==> src/rtl/mips_loader_pkg.sv <==
// Shared types and constants for the MIPS program loader.
package mips_loader_pkg;

  typedef enum logic [2:0] {
    StIdle,
    StCntHi,
    StCntLo,
    StData,
    StRun
  } state_e;

  localparam logic [7:0] CMD_IMEM = 8'h49;  // 'I'
  localparam logic [7:0] CMD_DMEM = 8'h44;  // 'D'
  localparam logic [7:0] CMD_GO   = 8'h47;  // 'G'
  localparam logic [7:0] CMD_HALT = 8'h52;  // 'R'

  // Byte address of DMEM word 0 in the MIPS memory map.
  localparam logic [31:0] DMEM_BASE = 32'h1001_0000;

endpackage

==> src/rtl/mips_mem_loader_asm.sv <==
// Big-endian 8-to-32 word assembler with a 2-bit byte counter.
module mips_word_assembler (
  input  logic        clk_i,
  input  logic        reset_i,
  input  logic        clr_i,
  input  logic        shift_en_i,
  input  logic [7:0]  byte_i,
  output logic [31:0] word_o,
  output logic        word_done_o
);

  logic [23:0] sh_q;
  logic [1:0]  cnt_q;

  // The fourth byte is combined directly so the word is ready on the accepting edge.
  assign word_o      = {sh_q, byte_i};
  assign word_done_o = shift_en_i && (cnt_q == 2'd3);

  // Shift register and byte counter; counter wraps 3 -> 0 naturally.
  always_ff @(posedge clk_i) begin
    if (reset_i || clr_i) begin
      sh_q  <= '0;
      cnt_q <= '0;
    end else if (shift_en_i) begin
      sh_q  <= {sh_q[15:0], byte_i};
      cnt_q <= cnt_q + 2'd1;
    end
  end

endmodule

==> src/rtl/mips_mem_loader.sv <==
// Framed byte-stream loader for the MIPS_SCP IMEM/DMEM; gates the core reset.
module mips_mem_loader
  import mips_loader_pkg::*;
#(
  parameter int unsigned IMEM_WORDS = 128,
  parameter int unsigned DMEM_WORDS = 128,
  parameter int unsigned ADDR_W     = 16
) (
  input  logic              clk,
  input  logic              reset,
  input  logic [7:0]        in_data,
  input  logic              in_valid,
  output logic              in_ready,
  output logic              imem_we,
  output logic              dmem_we,
  output logic [ADDR_W-1:0] mem_addr,
  output logic [31:0]       mem_wdata,
  output logic              cpu_reset,
  output logic              busy,
  output logic              err
);

  localparam logic [ADDR_W:0] ImemLim = (ADDR_W+1)'(IMEM_WORDS);
  localparam logic [ADDR_W:0] DmemLim = (ADDR_W+1)'(DMEM_WORDS);

  state_e            state_q, state_d;
  logic              tgt_dmem_q, tgt_dmem_d;
  logic [7:0]        cnt_hi_q, cnt_hi_d;
  logic [15:0]       words_left_q, words_left_d;
  logic [ADDR_W-1:0] widx_q, widx_d;
  logic              imem_we_q, imem_we_d;
  logic              dmem_we_q, dmem_we_d;
  logic [ADDR_W-1:0] addr_q, addr_d;
  logic [31:0]       wdata_q, wdata_d;
  logic              err_q, err_d;

  logic        accept;
  logic        in_bounds;
  logic        asm_clr;
  logic        asm_shift;
  logic [31:0] asm_word;
  logic        asm_done;

  assign in_ready  = ~reset;
  assign accept    = in_valid && in_ready;
  assign in_bounds = tgt_dmem_q ? ({1'b0, widx_q} < DmemLim) : ({1'b0, widx_q} < ImemLim);

  assign imem_we   = imem_we_q;
  assign dmem_we   = dmem_we_q;
  assign mem_addr  = addr_q;
  assign mem_wdata = wdata_q;
  assign err       = err_q;
  assign cpu_reset = (state_q != StRun);
  assign busy      = (state_q == StCntHi) || (state_q == StCntLo) || (state_q == StData);

  mips_word_assembler u_asm (
    .clk_i       (clk),
    .reset_i     (reset),
    .clr_i       (asm_clr),
    .shift_en_i  (asm_shift),
    .byte_i      (in_data),
    .word_o      (asm_word),
    .word_done_o (asm_done)
  );

  // Frame decoding, word indexing and write-strobe scheduling.
  always_comb begin
    state_d      = state_q;
    tgt_dmem_d   = tgt_dmem_q;
    cnt_hi_d     = cnt_hi_q;
    words_left_d = words_left_q;
    widx_d       = widx_q;
    imem_we_d    = 1'b0;
    dmem_we_d    = 1'b0;
    addr_d       = addr_q;
    wdata_d      = wdata_q;
    err_d        = err_q;
    asm_clr      = 1'b0;
    asm_shift    = 1'b0;

    unique case (state_q)
      StIdle: begin
        if (accept) begin
          case (in_data)
            CMD_IMEM: begin
              tgt_dmem_d = 1'b0;
              state_d    = StCntHi;
            end
            CMD_DMEM: begin
              tgt_dmem_d = 1'b1;
              state_d    = StCntHi;
            end
            CMD_GO:   state_d = StRun;
            CMD_HALT: ;
            default:  err_d = 1'b1;
          endcase
        end
      end
      StCntHi: begin
        if (accept) begin
          cnt_hi_d = in_data;
          state_d  = StCntLo;
        end
      end
      StCntLo: begin
        if (accept) begin
          if ({cnt_hi_q, in_data} == 16'd0) begin
            state_d = StIdle;
          end else begin
            words_left_d = {cnt_hi_q, in_data};
            widx_d       = '0;
            asm_clr      = 1'b1;
            state_d      = StData;
          end
        end
      end
      StData: begin
        asm_shift = accept;
        if (asm_done) begin
          if (in_bounds) begin
            imem_we_d = ~tgt_dmem_q;
            dmem_we_d = tgt_dmem_q;
            addr_d    = widx_q;
            wdata_d   = asm_word;
          end else begin
            err_d = 1'b1;
          end
          // Saturate rather than wrap so an overflowing frame never aliases low words.
          if (widx_q != {ADDR_W{1'b1}}) begin
            widx_d = widx_q + 1'b1;
          end
          words_left_d = words_left_q - 16'd1;
          if (words_left_q == 16'd1) begin
            state_d = StIdle;
          end
        end
      end
      StRun: begin
        if (accept && (in_data == CMD_HALT)) begin
          state_d = StIdle;
        end
      end
      default: state_d = StIdle;
    endcase
  end

  // State register with synchronous reset.
  always_ff @(posedge clk) begin
    if (reset) begin
      state_q      <= StIdle;
      tgt_dmem_q   <= 1'b0;
      cnt_hi_q     <= '0;
      words_left_q <= '0;
      widx_q       <= '0;
      imem_we_q    <= 1'b0;
      dmem_we_q    <= 1'b0;
      addr_q       <= '0;
      wdata_q      <= '0;
      err_q        <= 1'b0;
    end else begin
      state_q      <= state_d;
      tgt_dmem_q   <= tgt_dmem_d;
      cnt_hi_q     <= cnt_hi_d;
      words_left_q <= words_left_d;
      widx_q       <= widx_d;
      imem_we_q    <= imem_we_d;
      dmem_we_q    <= dmem_we_d;
      addr_q       <= addr_d;
      wdata_q      <= wdata_d;
      err_q        <= err_d;
    end
  end

endmodule
==> config.mk <==
export PLATFORM = sky130hd
export DESIGN_NAME = mips_mem_loader
export DESIGN_NICKNAME = d
export VERILOG_FILES = /design/src/rtl/mips_loader_pkg.sv /design/src/rtl/mips_mem_loader_asm.sv /design/src/rtl/mips_mem_loader.sv
export SDC_FILE = /design/constraint.sdc
export NUM_CORES = 1
export LEC_CHECK = 0
export CAP_MARGIN = 5
export CORE_MARGIN = 2
export CORE_UTILIZATION = 50
export CTS_BUF_LIST = sky130_fd_sc_hd__clkbuf_4
export DETAILED_ROUTE_END_ITERATION = 7
export GPL_TIMING_DRIVEN = 0
export PLACE_DENSITY = 0.76
export SETUP_SLACK_MARGIN = 0.5
export SLEW_MARGIN = 15
export SYNTH_ARGS = -nofsm -noshare
export SYNTH_HDL_FRONTEND = slang
export SYNTH_SLANG_ARGS = --single-unit
==> constraint.sdc <==
create_clock -name clk -period 3.25 [get_ports clk]
set_input_delay 0.65 -clock clk [delete_from_list [all_inputs] [get_ports clk]]
set_output_delay 0.65 -clock clk [all_outputs]
set_load 0.005 [all_outputs]
==> results of run 1 <==
-- routing by layer --
layer  vias to the layer above  wire (um)
li1                       2423          -
met1                      2388       6190
met2                       220       6460
met3                        26        976
met4                         0        266
met5                         -          0
-- final timing paths --
kind	start	end	slack (ps)	depth (start not counted)
max	reset	in_ready	670	4
min	in_data[0]	u_asm.sh_q[0]	410	3
max reg2reg	widx_q[9]	mem_wdata[21]	930	7
min reg2reg	mem_addr[5]	mem_addr[5]	460	2
-- layout make-up --
cell class / count / area share, %
Inverter: 7 / 0.418
Clock buffer: 17 / 2.03
Multi-Input combinational cell: 469 / 40.3
Antenna cell: 1 / 0.0398
Tap cell: 136 / 2.71
Buffer: 44 / 3.64
Sequential cell: 121 / 38.6
Timing Repair Buffer: 60 / 9.56
Clock inverter: 14 / 2.73
-- report_power, final --
part           internal [mW]  switching [mW]
logic                 0.0280          0.0593
registers               1.48         0.00123
clock network          0.534           0.607
total                   2.05           0.667
-- flip-flops by register name (all words and copies together) (netlist names) --
signal,flops
mem_wdata,32
tgt_dmem_q,1
mem_addr,16
u_asm.sh_q,24
err,1
cnt_hi_q,8
u_asm.cnt_q,2
widx_q,16
state_q,3
words_left_q,16
imem_we,1
dmem_we,1
-- stage by stage --
stage	hold WS (ps)	area [um2]	cells	total power, mW
after global placement	442	5980	837	1.60
after floorplan	421	5210	641	1.57
after global routing	378	6280	868	2.81
after detailed placement	446	5980	837	1.60
after CTS	388	6280	868	2.72
final	408	6280	869	2.71
-- cell usage after synthesis (all sizes together) (7+ instances only) --
cell,instances
inv,7
o21ai,20
or4,13
nand3,17
nor4,10
dfxtp,121
clkbuf,23
o31ai,11
buf,21
a21oi,103
nand4,7
a31oi,8
and3,17
nand2,156
mux2i,13
nor2,30
-- cell families (layout without fill, tap and decap cells) --
| logic type | after synthesis | count (layout) | synth area share, % |
|---|---|---|---|
| flops | 121 | 121 | 46.5 |
| simple gates | 288 | 288 | 26.7 |
| buf+inv | 51 | 142 | 4.88 |
| mux | 13 | 13 | 2.50 |
| compound gates | 163 | 163 | 18.3 |
| fa+ha+maj | 4 | 4 | 0.961 |
| other cells | 0 | 1 | 0 |
| xor+xnor | 1 | 1 | 0.168 |
-- cells in the final DEF (no fill, tap or decap), types with 3 or more instances in the layout --
master	Yosys	final
sky130_fd_sc_hd__nand2_1	156	156
sky130_fd_sc_hd__a31oi_1	7	7
sky130_fd_sc_hd__a21o_1	4	4
sky130_fd_sc_hd__mux2i_1	13	13
sky130_fd_sc_hd__nand2b_1	6	6
sky130_fd_sc_hd__clkdlybuf4s50_1	0	60
sky130_fd_sc_hd__and2_1	4	4
sky130_fd_sc_hd__dfxtp_1	121	121
sky130_fd_sc_hd__nor2_1	30	30
sky130_fd_sc_hd__bufinv_16	0	3
sky130_fd_sc_hd__buf_6	4	4
sky130_fd_sc_hd__inv_1	7	7
sky130_fd_sc_hd__ha_1	4	4
sky130_fd_sc_hd__o31ai_1	11	11
sky130_fd_sc_hd__nand4_1	7	7
sky130_fd_sc_hd__buf_2	13	13
sky130_fd_sc_hd__or3_1	4	4
sky130_fd_sc_hd__nor3_1	6	6
sky130_fd_sc_hd__nor4_1	9	9
sky130_fd_sc_hd__clkbuf_1	22	21
sky130_fd_sc_hd__a21oi_1	102	102
sky130_fd_sc_hd__and3_1	17	17
sky130_fd_sc_hd__and4_1	3	3
sky130_fd_sc_hd__or4_1	12	12
sky130_fd_sc_hd__o21ai_0	19	19
sky130_fd_sc_hd__buf_4	4	4
sky130_fd_sc_hd__clkinv_4	0	3
sky130_fd_sc_hd__clkbuf_4	0	17
sky130_fd_sc_hd__inv_6	0	3
sky130_fd_sc_hd__nand3_1	17	17
-- worst max-delay path: cells and delay by family --
family	cells	cell delay, ps
buffers and inverters	4	1270
==> summary.md, run 1 <==
The slowest cell on the critical path was sky130_fd_sc_hd__clkdlybuf4s50_1. For the number of pins with negative max-slew slack in the final report, the log shows 0. The floorplan die height is 106 um. The critical path goes through buf_2 > inv_1 > clkbuf_1 > clkdlybuf4s50_1. Setup violations remaining at the end of the flow were counted as 0. The mapped cell area is 5210 um2. After the last flow step, the layout net total stands at 735. In the post-synthesis netlist, the biggest area contributors are sky130_fd_sc_hd__dfxtp_1, sky130_fd_sc_hd__nand2_1, sky130_fd_sc_hd__a21oi_1. The type of origin of the critical path is an input pin. The top-area cell type share of the netlist area was 46.5%. The post-route netlist has 8.88% of its cells at a drive strength greater than 1.

The post-cts repair resize count is 0. The horizontal die dimension was 106 um; the mean area per synthesized cell was 8.13 um2. For this run, the slowest stage of the critical path takes 590 ps. The transition time at the pin with the least slew margin works out to 902 ps.

For this run, global-route usage on met1 was measured as 33.1%. TritonCTS built the clock tree. The clock latency at the later pin of the worst-skew pair is 520 ps, and the worst ir drop on vdd is 0.000312 V.

The die covers 11,200 um2. The tools report the initial antenna violation count as 0. Count of port buffers added during placement: 60. The fraction of registers with async set or reset after synthesis works out to 0%.

The tools report the post-route DRC violation count as 0. The site row count is 37, and the register bit total from synthesis is 121. Once the floorplan was initialized, standard cells occupied 50.9% of the core.

The final-report hold violation count is 0. The final clock period utilization by the worst path is 79.4%. The first-pass GRT wire length is 22,600 um, and the area of the multi-input gates is 2530 um2. Dividing the detail-routed wire length by the instance count gives 16.0 um.

The number of standard cells after synthesis is 641. The count of H-tree levels built during CTS is 4, and the largest net degree at the start of global routing is 17. The tools report the via count of the first global-routing pass as 4,682. Synthesis produced a netlist with a net count of 656. The number of buffers on the longest clock path came out at 2. The tools report the total of hold buffers inserted after clock tree synthesis as 0. The worst-case clock skew is 17.9 ps, and the number of primary I/O pins is 65. The number of enable-type register cells in the synthesized netlist came out at 0. The leftover overflow at the end of global routing was 0. After clock tree synthesis, the clock-pin slew on the worst setup and hold paths is 110 ps.

STA puts the critical path data required time at 2600 ps. In this run the static leakage power is 2.14 nW. For the antenna violation net count after detailed routing, the log shows 0.

sky130_fd_sc_hd__dfxtp_1 takes more of the synthesized area than any other cell. Total number of clock tree sinks: 121. The minimum clock period came out at 2580 ps. The footprint of the flip-flops and latches is 2420 um2.

The critical path class is input pin to output pin. The run gives 25.2% as the global-route total usage across every layer. The worst setup slack before clock tree synthesis was 243 ps. Buffers added to address setup during post-CTS repair amount to 0. Setup repair after global routing left no endpoint under its margin. The run gives 5 as the iteration count of the initial detailed-routing pass.

The layer flagged by global routing as most heavily used is met2. The logs give 0.388 GHz for the peak clock frequency supported by timing and 17 for the number of buffers added by the clock tree synthesis step. In this run the worst path has a maximum fanout of 10. Measured on the finished design, the core utilization comes to 61.4%. For this design the ratio of total power to cell area is 432 nW/um2.

The global routing usage on met2 was 40.7%; the number of vias after detailed routing was 5,057. Clock root buffer: sky130_fd_sc_hd__clkbuf_4. The run finished with clean final reports. After filler insertion, the fill cell instance count of the layout stands at 902. The total routed wirelength was 13,900 um; the data arrival time of the critical path was 1930 ps.

The share of the Yosys chip area taken by registers is 46.5%. The violation count after the first detailed-routing iteration was 439; the core footprint was 10,200 um2. Mean number of vias per cell: 5.82. The tools report the type of element capturing the critical path as an output pin.

The tools report the relative max-transition margin as 39.6%. Weighted congestion at the end of routability-driven global placement: 0.969. Most frequently used flop master after synthesis: sky130_fd_sc_hd__dfxtp_1.

After legalization and detailed placement, the total HPWL measured 9820 um. The count of yosys warnings during synthesis is 0. Setup slack on the critical path of the routed design comes to 670 ps. The count of distinct cell types in the synthesized netlist was 55; the area growth from synthesis to final layout was 20.6%. In this run the worst hold path is classified as input pin to register. The count of maximum capacitance violations is 0. The met3 track utilization from global routing is 6.38%. Summed over all failing endpoints, the final setup total negative slack is 0 ps.
Power figures use the tool's default switching activity.
==> run 2, diff against run 1 <==
==> constraint.sdc (replaced) <==
create_clock -name clk -period 2.5 [get_ports clk]
set_input_delay 0.5 -clock clk [delete_from_list [all_inputs] [get_ports clk]]
set_output_delay 0.5 -clock clk [all_outputs]
set_load 0.005 [all_outputs]
==> run 2 against run 1 <==
Register-to-register slack worse by 440 ps. Final cell count grew 2.5%. Total power increased by 31%. Sequential power increased by 30%. Routed wire length up 3.8%. First-iteration DRC count down 7.5%. Via count up 1.2%. Die area is the same. Design area up 8.1%. Flip-flop and latch count unchanged. Sequential share of layout area decreased by 2.8 points. Critical endpoint is now tgt_dmem_q. Highest routed layer unchanged.
==> summary.md, run 2 (same netlist as run 1, synthesis figures left out) <==
The minimum clock period was 2020 ps. Setup violations remaining at the end of the flow were counted as 0. For the relative contribution of sequential cells to total power, the log shows 54.2%. The power density over cell area came out at 524 nW/um2. The register with the most flip-flops in the layout has 32 of them. Type of element capturing the critical path: a register. For this block, the via count after detailed routing is 5,116.

The worst register-to-register path ends at mem_addr[1]. Horizontal die dimension: 106 um. After detailed routing, the total wire length is 14,400 um.

Net switching is 24.6% of the power. The relative max-transition margin was 41.0%; the worst ir drop on vdd was 0.000270 V. For the number of buffers added by the clock tree synthesis step, the log shows 17. Summing internal, switching and leakage power gives 3.56 mW. The combinational share of power was 3.8%. The run gives 13.5 ps as the worst-case clock skew. The leftover overflow at the end of global routing is 0.

The transition time at the pin with the least slew margin is 882 ps. For this design the static power due to leakage is 2.43 nW. The antenna violation net count after detailed routing came out at 0. Data arrives at the worst endpoint at 2450 ps.

After floorplanning, the core was sized to cover 10,200 um2. The logs give 50.9% for the starting density of the core and 2.69 mW for the internal power contribution. Path type of the worst min-delay path: input pin to register. The count of buffers added on input and output ports is 60. The number of buffers on the longest clock path came out at 2.

Measured on the finished design, the core utilization comes to 66.4%. The tools report the count of H-tree levels built during CTS as 4. The die covers 11,200 um2. The first detailed-routing pass took 5 iterations.

Dividing the detail-routed wire length by the instance count gives 16.2 um. The instance count along the most critical hold path came out at 3. Setup repair after global routing could not meet its margin everywhere. In the finished design, the share of the clock period the worst path needs comes to 80.8%.

TritonCTS built the clock tree. CTS saw 121 sinks. The final-report hold violation count was 0; the critical-path maximum fanout was 7.

End point of the most critical hold path: u_asm.sh_q[0]. The net count reported at finish is 757, and the count of maximum capacitance violations is 0. The flow ran to the end, and the final reports show no timing, DRC or antenna violations.

The critical path is of the input pin to register type. For the number of pins with negative max-slew slack in the final report, the log shows 0. In the layout the commonest cells are sky130_fd_sc_hd__nand2_1, sky130_fd_sc_hd__dfxtp_1, sky130_fd_sc_hd__a21oi_1.

The net switching power is 874 uW, and the floorplan die height is 106 um. The later pin in the worst-skew pair is clocked with a latency of 520 ps. In the routed design, unresolved DRC markers number 0. Initial antenna violation count: 0. Leaving out fill and tap cells, the most frequent cell in the layout is sky130_fd_sc_hd__nand2_1.

The via count of the first global-routing pass came out at 4,770. STA puts the critical path data required time at 2930 ps. In the final layout, the share of cells above drive strength 1 is 18.9%.

The detailed router finished its first iteration with 406 violations. The floorplan has 37 rows. The depth of the worst register-to-register path works out to 7. Compared with the post-synthesis result, the final layout area differs by 30.4%.

The run gives 9660 um as the placed wire-length estimate. The startpoint identified for the worst hold timing path is in_data[0]. Setup total negative slack: 0 ps. At the end of routability-driven placement, the weighted congestion stood at 0.927. The repair_antennas step left the layout with diodes totalling 0. The share of total power dissipated in the clock network is 42.0%. The largest net degree at the start of global routing is 17, and the number of primary I/O pins is 65. Worst reg2reg path startpoint: widx_q[10].

For the peak clock frequency supported by timing, the log shows 0.495 GHz. Global routing used 25.1% of the available tracks across all layers. First-pass GRT wire length: 22,700 um. The tree is rooted in a sky130_fd_sc_hd__clkbuf_4.

Hold is met by 262 ps. The CTS clock-pin slew for the worst setup and hold paths was 120 ps; the mean number of vias per cell was 5.74. The type of origin of the critical path is an input pin. In this run the register-to-register setup slack is 490 ps.
## run 2: cell types whose count changed in the layout (fill, tap and decap cells not counted), moves of 6 or more
cell,previous run,this run
sky130_fd_sc_hd__a21oi_1,102,93
sky130_fd_sc_hd__a21oi_2,1,9
sky130_fd_sc_hd__buf_4,4,20
sky130_fd_sc_hd__buf_6,4,12
sky130_fd_sc_hd__clkbuf_1,21,12
sky130_fd_sc_hd__clkdlybuf4s50_1,60,52
sky130_fd_sc_hd__dfxtp_1,121,115
sky130_fd_sc_hd__dfxtp_2,0,6
sky130_fd_sc_hd__nand2_1,156,143
sky130_fd_sc_hd__nand2_2,0,6
sky130_fd_sc_hd__nand2_4,0,7
## run 2: worst max-delay path by stage
stage / start / to / slack (ps) / depth (start not counted)
detailed placement: in_data[5] / u_asm.sh_q[18] / -490 / 7
global route: widx_q[6] / widx_q[0] / 400 / 7
CTS: state_q[1] / busy / 490 / 4
global placement: in_data[5] / widx_q[13] / -380 / 7
floorplan: in_data[0] / state_q[2] / 480 / 6
finish: in_data[4] / tgt_dmem_q / 480 / 6
## run 2: metrics by stage
step / std cells / setup slack [ps] / instance area, um2
2_1_floorplan: 641 / 475 / 5210
3_3_place_gp: 837 / -381 / 5980
3_5_place_dp: 837 / -485 / 5980
4_1_cts: 875 / 488 / 6380
5_1_grt: 891 / 400 / 6790
6_report: 891 / 480 / 6790
## run 2: area by class of cell
class	count	area (um2)
inverters	7	26.3
well taps	136	170
clock inverters	14	175
plain buffers	44	329
clock buffers	18	135
flip-flops and latches	121	2430
fillers	849	3440
multi-input cells	469	2740
repair buffers	82	787
## run 2: timing repair
action	in CTS	in global routing
pin swaps	5	19
cloned	0	3
hold buffers	0	0
resized for setup	28	96
setup buffers	6	13
endpoints found under the setup margin	113	89
## run 2: critical path, cell delays in order
cell,delay (ps)
sky130_fd_sc_hd__dlygate4sd2_1,400
sky130_fd_sc_hd__or4b_4,650
sky130_fd_sc_hd__or4_4,430
sky130_fd_sc_hd__o31ai_2,220
sky130_fd_sc_hd__o21ai_1,80
sky130_fd_sc_hd__and2_1,160
## run 2: power by group through the flow
stage / Clock, mW / Combinational, mW / Sequential, mW
after detailed placement: 0 / 0.114 / 1.97
after global routing: 1.59 / 0.142 / 1.93
after floorplan: 0 / 0.0634 / 1.97
final: 1.50 / 0.134 / 1.93
after CTS: 1.51 / 0.118 / 1.93
after global placement: 0 / 0.111 / 1.97
## run 2: per-layer routing
layer / up-vias / routed length [um] / global-route usage, %
met5: - / 0 / 0
met4: 0 / 201 / 8.46
met3: 24 / 1070 / 6.32
met2: 224 / 6880 / 40.1
met1: 2401 / 6270 / 33.2
li1: 2467 / - / -
==> run 3, diff against run 2 <==
--- a/config.mk
+++ b/config.mk
@@ -11,7 +11,7 @@
 export CTS_BUF_LIST = sky130_fd_sc_hd__clkbuf_4
 export DETAILED_ROUTE_END_ITERATION = 7
 export GPL_TIMING_DRIVEN = 0
-export PLACE_DENSITY = 0.76
+export PLACE_DENSITY = 0.79
 export SETUP_SLACK_MARGIN = 0.5
 export SLEW_MARGIN = 15
 export SYNTH_ARGS = -nofsm -noshare
==> constraint.sdc (replaced) <==
create_clock -name clk -period 1.74 [get_ports clk]
set_input_delay 0.348 -clock clk [delete_from_list [all_inputs] [get_ports clk]]
set_output_delay 0.348 -clock clk [all_outputs]
set_load 0.005 [all_outputs]
==> run 3 against run 2 <==
The flow now finishes with violations (DRC, setup timing). First-iteration DRC count increased by 140%. Via count increased by 30%. Worst setup slack got worse by 860 ps. Critical endpoint is now mem_addr[0]. Largest power group unchanged.
==> summary.md, run 3 (same netlist as run 1, synthesis figures left out) <==
The core footprint was 10,200 um2. The number of buffers added by the clock tree synthesis step came out at 17. The instance count along the most critical hold path came out at 3. With fillers left out, the area of the finished cells amounts to 8770 um2. The run finished, with violations left. For this design, the sink count on the clock tree is 121.

Once detail routing completed, the nets flagged for antenna violations numbered 0. STA puts the critical path data required time at 2220 ps. The final reports fail on DRC, setup timing. The initial utilization of the core area, before any placement, comes to 50.9%. Across the run, the number of max-cap violations was 0.

After detailed placement, the total cell area comes to 6120 um2. The average wire length per cell after detail routing came out at 26.2 um. The count of port buffers added during placement was 60.

The global-route total usage across every layer was 31.9%. STA classifies the critical path endpoint as a register. Counting cells, the worst reg-to-reg path comes to 8. The number of primary I/O pins is 65, and the final worst setup slack is -382 ps.

For this block, the via count after detailed routing is 6,659. The transition time at the pin with the least slew margin was 877 ps; the initial antenna violation count was 0. In this run switching power makes up 28.4% of total power. Per report_power, the combinational group accounts for 5.6% of the total.

After detailed routing, the number of remaining DRC violations is 5. The final antenna diode count is 0. Summed over all cells, the static leakage comes to 3.39 nW. The worst-case clock skew came out at 21.9 ps.

The tree is rooted in a sky130_fd_sc_hd__clkbuf_4. The full die area was 11,200 um2. The worst pin sits at a relative slew slack of 41.5%. The via count of the first global-routing pass is 5,599, and the critical-path maximum fanout is 7. After global routing the overflow that remains totals 0. Clock-pin slew was measured on the worst setup and hold paths at 130 ps. The internal power contribution is 3.94 mW, and the floorplan die height is 106 um.

The routed design could run at a clock period as short as 2120 ps. The placed wire-length estimate is 9950 um. Reg-to-reg setup timing slack: -380 ps.

The layout has 438 filler cells. The final-report hold violation count came out at 0. For the worst ir drop on vdd, the log shows 0.000526 V. Setup repair after global routing could not meet its margin everywhere. The worst setup slack before clock tree synthesis is -1010 ps, and the data arrival time of the critical path is 2600 ps. The critical path class was register to register.

Leaving out fill and tap cells, the most frequent cell in the layout is sky130_fd_sc_hd__nand2_1. In the layout the commonest cells are sky130_fd_sc_hd__nand2_1, sky130_fd_sc_hd__a21oi_2, sky130_fd_sc_hd__dfxtp_2. The share of total power dissipated in the clock network is 44.0%.

The flip-flop count of the largest register, all copies and words added works out to 32. The net count reported at finish was 840. The routed design has 25,500 um of wire. Clock latency at the later pin of the worst-skew pair: 600 ps. After the first detailed-routing iteration, the DRC count stood at 990.

Sequential cells account for 50.4% of the total power. In the final layout, flip-flops and latches occupy 2520 um2. In the final layout, the share of cells above drive strength 1 is 59.7%. In this run the number of H-tree levels came out at 4. The site row count is 37. For the largest net degree at the start of global routing, the log shows 17.

The analysis attributes to net switching a power of 1.56 mW. Compared with the post-synthesis result, the final layout area differs by 68.3%. The iteration count of the initial detailed-routing pass is 8, and the area of the multi-input gates is 3670 um2. The final clock period utilization by the worst path was 122%. The power density over cell area works out to 627 nW/um2. The horizontal die dimension works out to 106 um.

The weighted congestion at the end of routability-driven global placement is 0.937. The path type of the worst min-delay path was input pin to register. The number of pins with negative max-slew slack in the final report is 0. The worst setup path is launched from a register. The number of buffers on the longest clock path came out at 2. The run gives 112 as the setup-violating endpoint count in the final report. The mean number of vias per cell came out at 6.84. For this design, the CTS-stage hold fixing added 0 buffers.

Based on the critical path, the design can be clocked at up to 0.471 GHz. TritonCTS built the clock tree. The first global-routing pass estimated 28,200 um of wire.
run 3: area by class of cell:
class                           instances  share of cell area (%)
Timing Repair Buffer                  164                    17.5
Clock inverter                         14                    2.15
Multi-Input combinational cell        470                    41.9
Tap cell                              136                    1.94
Inverter                                7                   0.328
Buffer                                 44                    5.88
Sequential cell                       121                    28.8
Clock buffer                           18                    1.54
run 3: power by group through the flow:
stage	clock network [mW]	registers (mW)	logic, mW
floorplan	0	2.84	0.0934
global placement	0	2.84	0.161
detailed placement	0	2.84	0.164
CTS	2.29	2.77	0.198
global route	2.47	2.77	0.311
finish	2.42	2.77	0.307
run 3: final timing paths:
kind | endpoint | startpoint
setup / recovery | mem_addr[0] | widx_q[15]
hold / removal | mem_wdata[0] | in_data[0]
setup reg to reg | mem_addr[0] | widx_q[15]
hold reg to reg | mem_wdata[19] | mem_wdata[19]
run 3: layer usage:
metal	track usage (%)	part of all wire [%]	up-vias
met3	8.15	11	269
met1	38.9	34	3106
met2	52.3	46	641
li1	-	-	2643
met4	16.1	9.5	0
met5	0	0	-
run 3: through the flow:
stage	utilization, %	TNS [ps]	cells	power (mW)	hold slack [ps]
final	85.7	-18750	974	5.50	28.1
after global routing	85.7	-22820	974	5.55	46.6
after CTS	72.6	-10560	930	5.26	59.3
after detailed placement	59.9	-74200	837	3.00	446
after global placement	59.9	-71830	837	3.00	442
after floorplan	-	-3270	641	2.93	421
run 3: critical path: stages (launching register included):
cell	delay, ps
sky130_fd_sc_hd__dfxtp_2	390
sky130_fd_sc_hd__or3_1	450
sky130_fd_sc_hd__nor4_4	250
sky130_fd_sc_hd__buf_6	180
sky130_fd_sc_hd__and2_4	170
sky130_fd_sc_hd__buf_8	140
sky130_fd_sc_hd__buf_6	130
sky130_fd_sc_hd__nand2_1	70
sky130_fd_sc_hd__a21oi_1	220
run 3: what timing repair did:
action,in CTS,in global routing
gates cloned,7,6
resized for setup,436,240
endpoints found under the setup margin,175,175
setup buffers,54,38
pin swaps,62,83
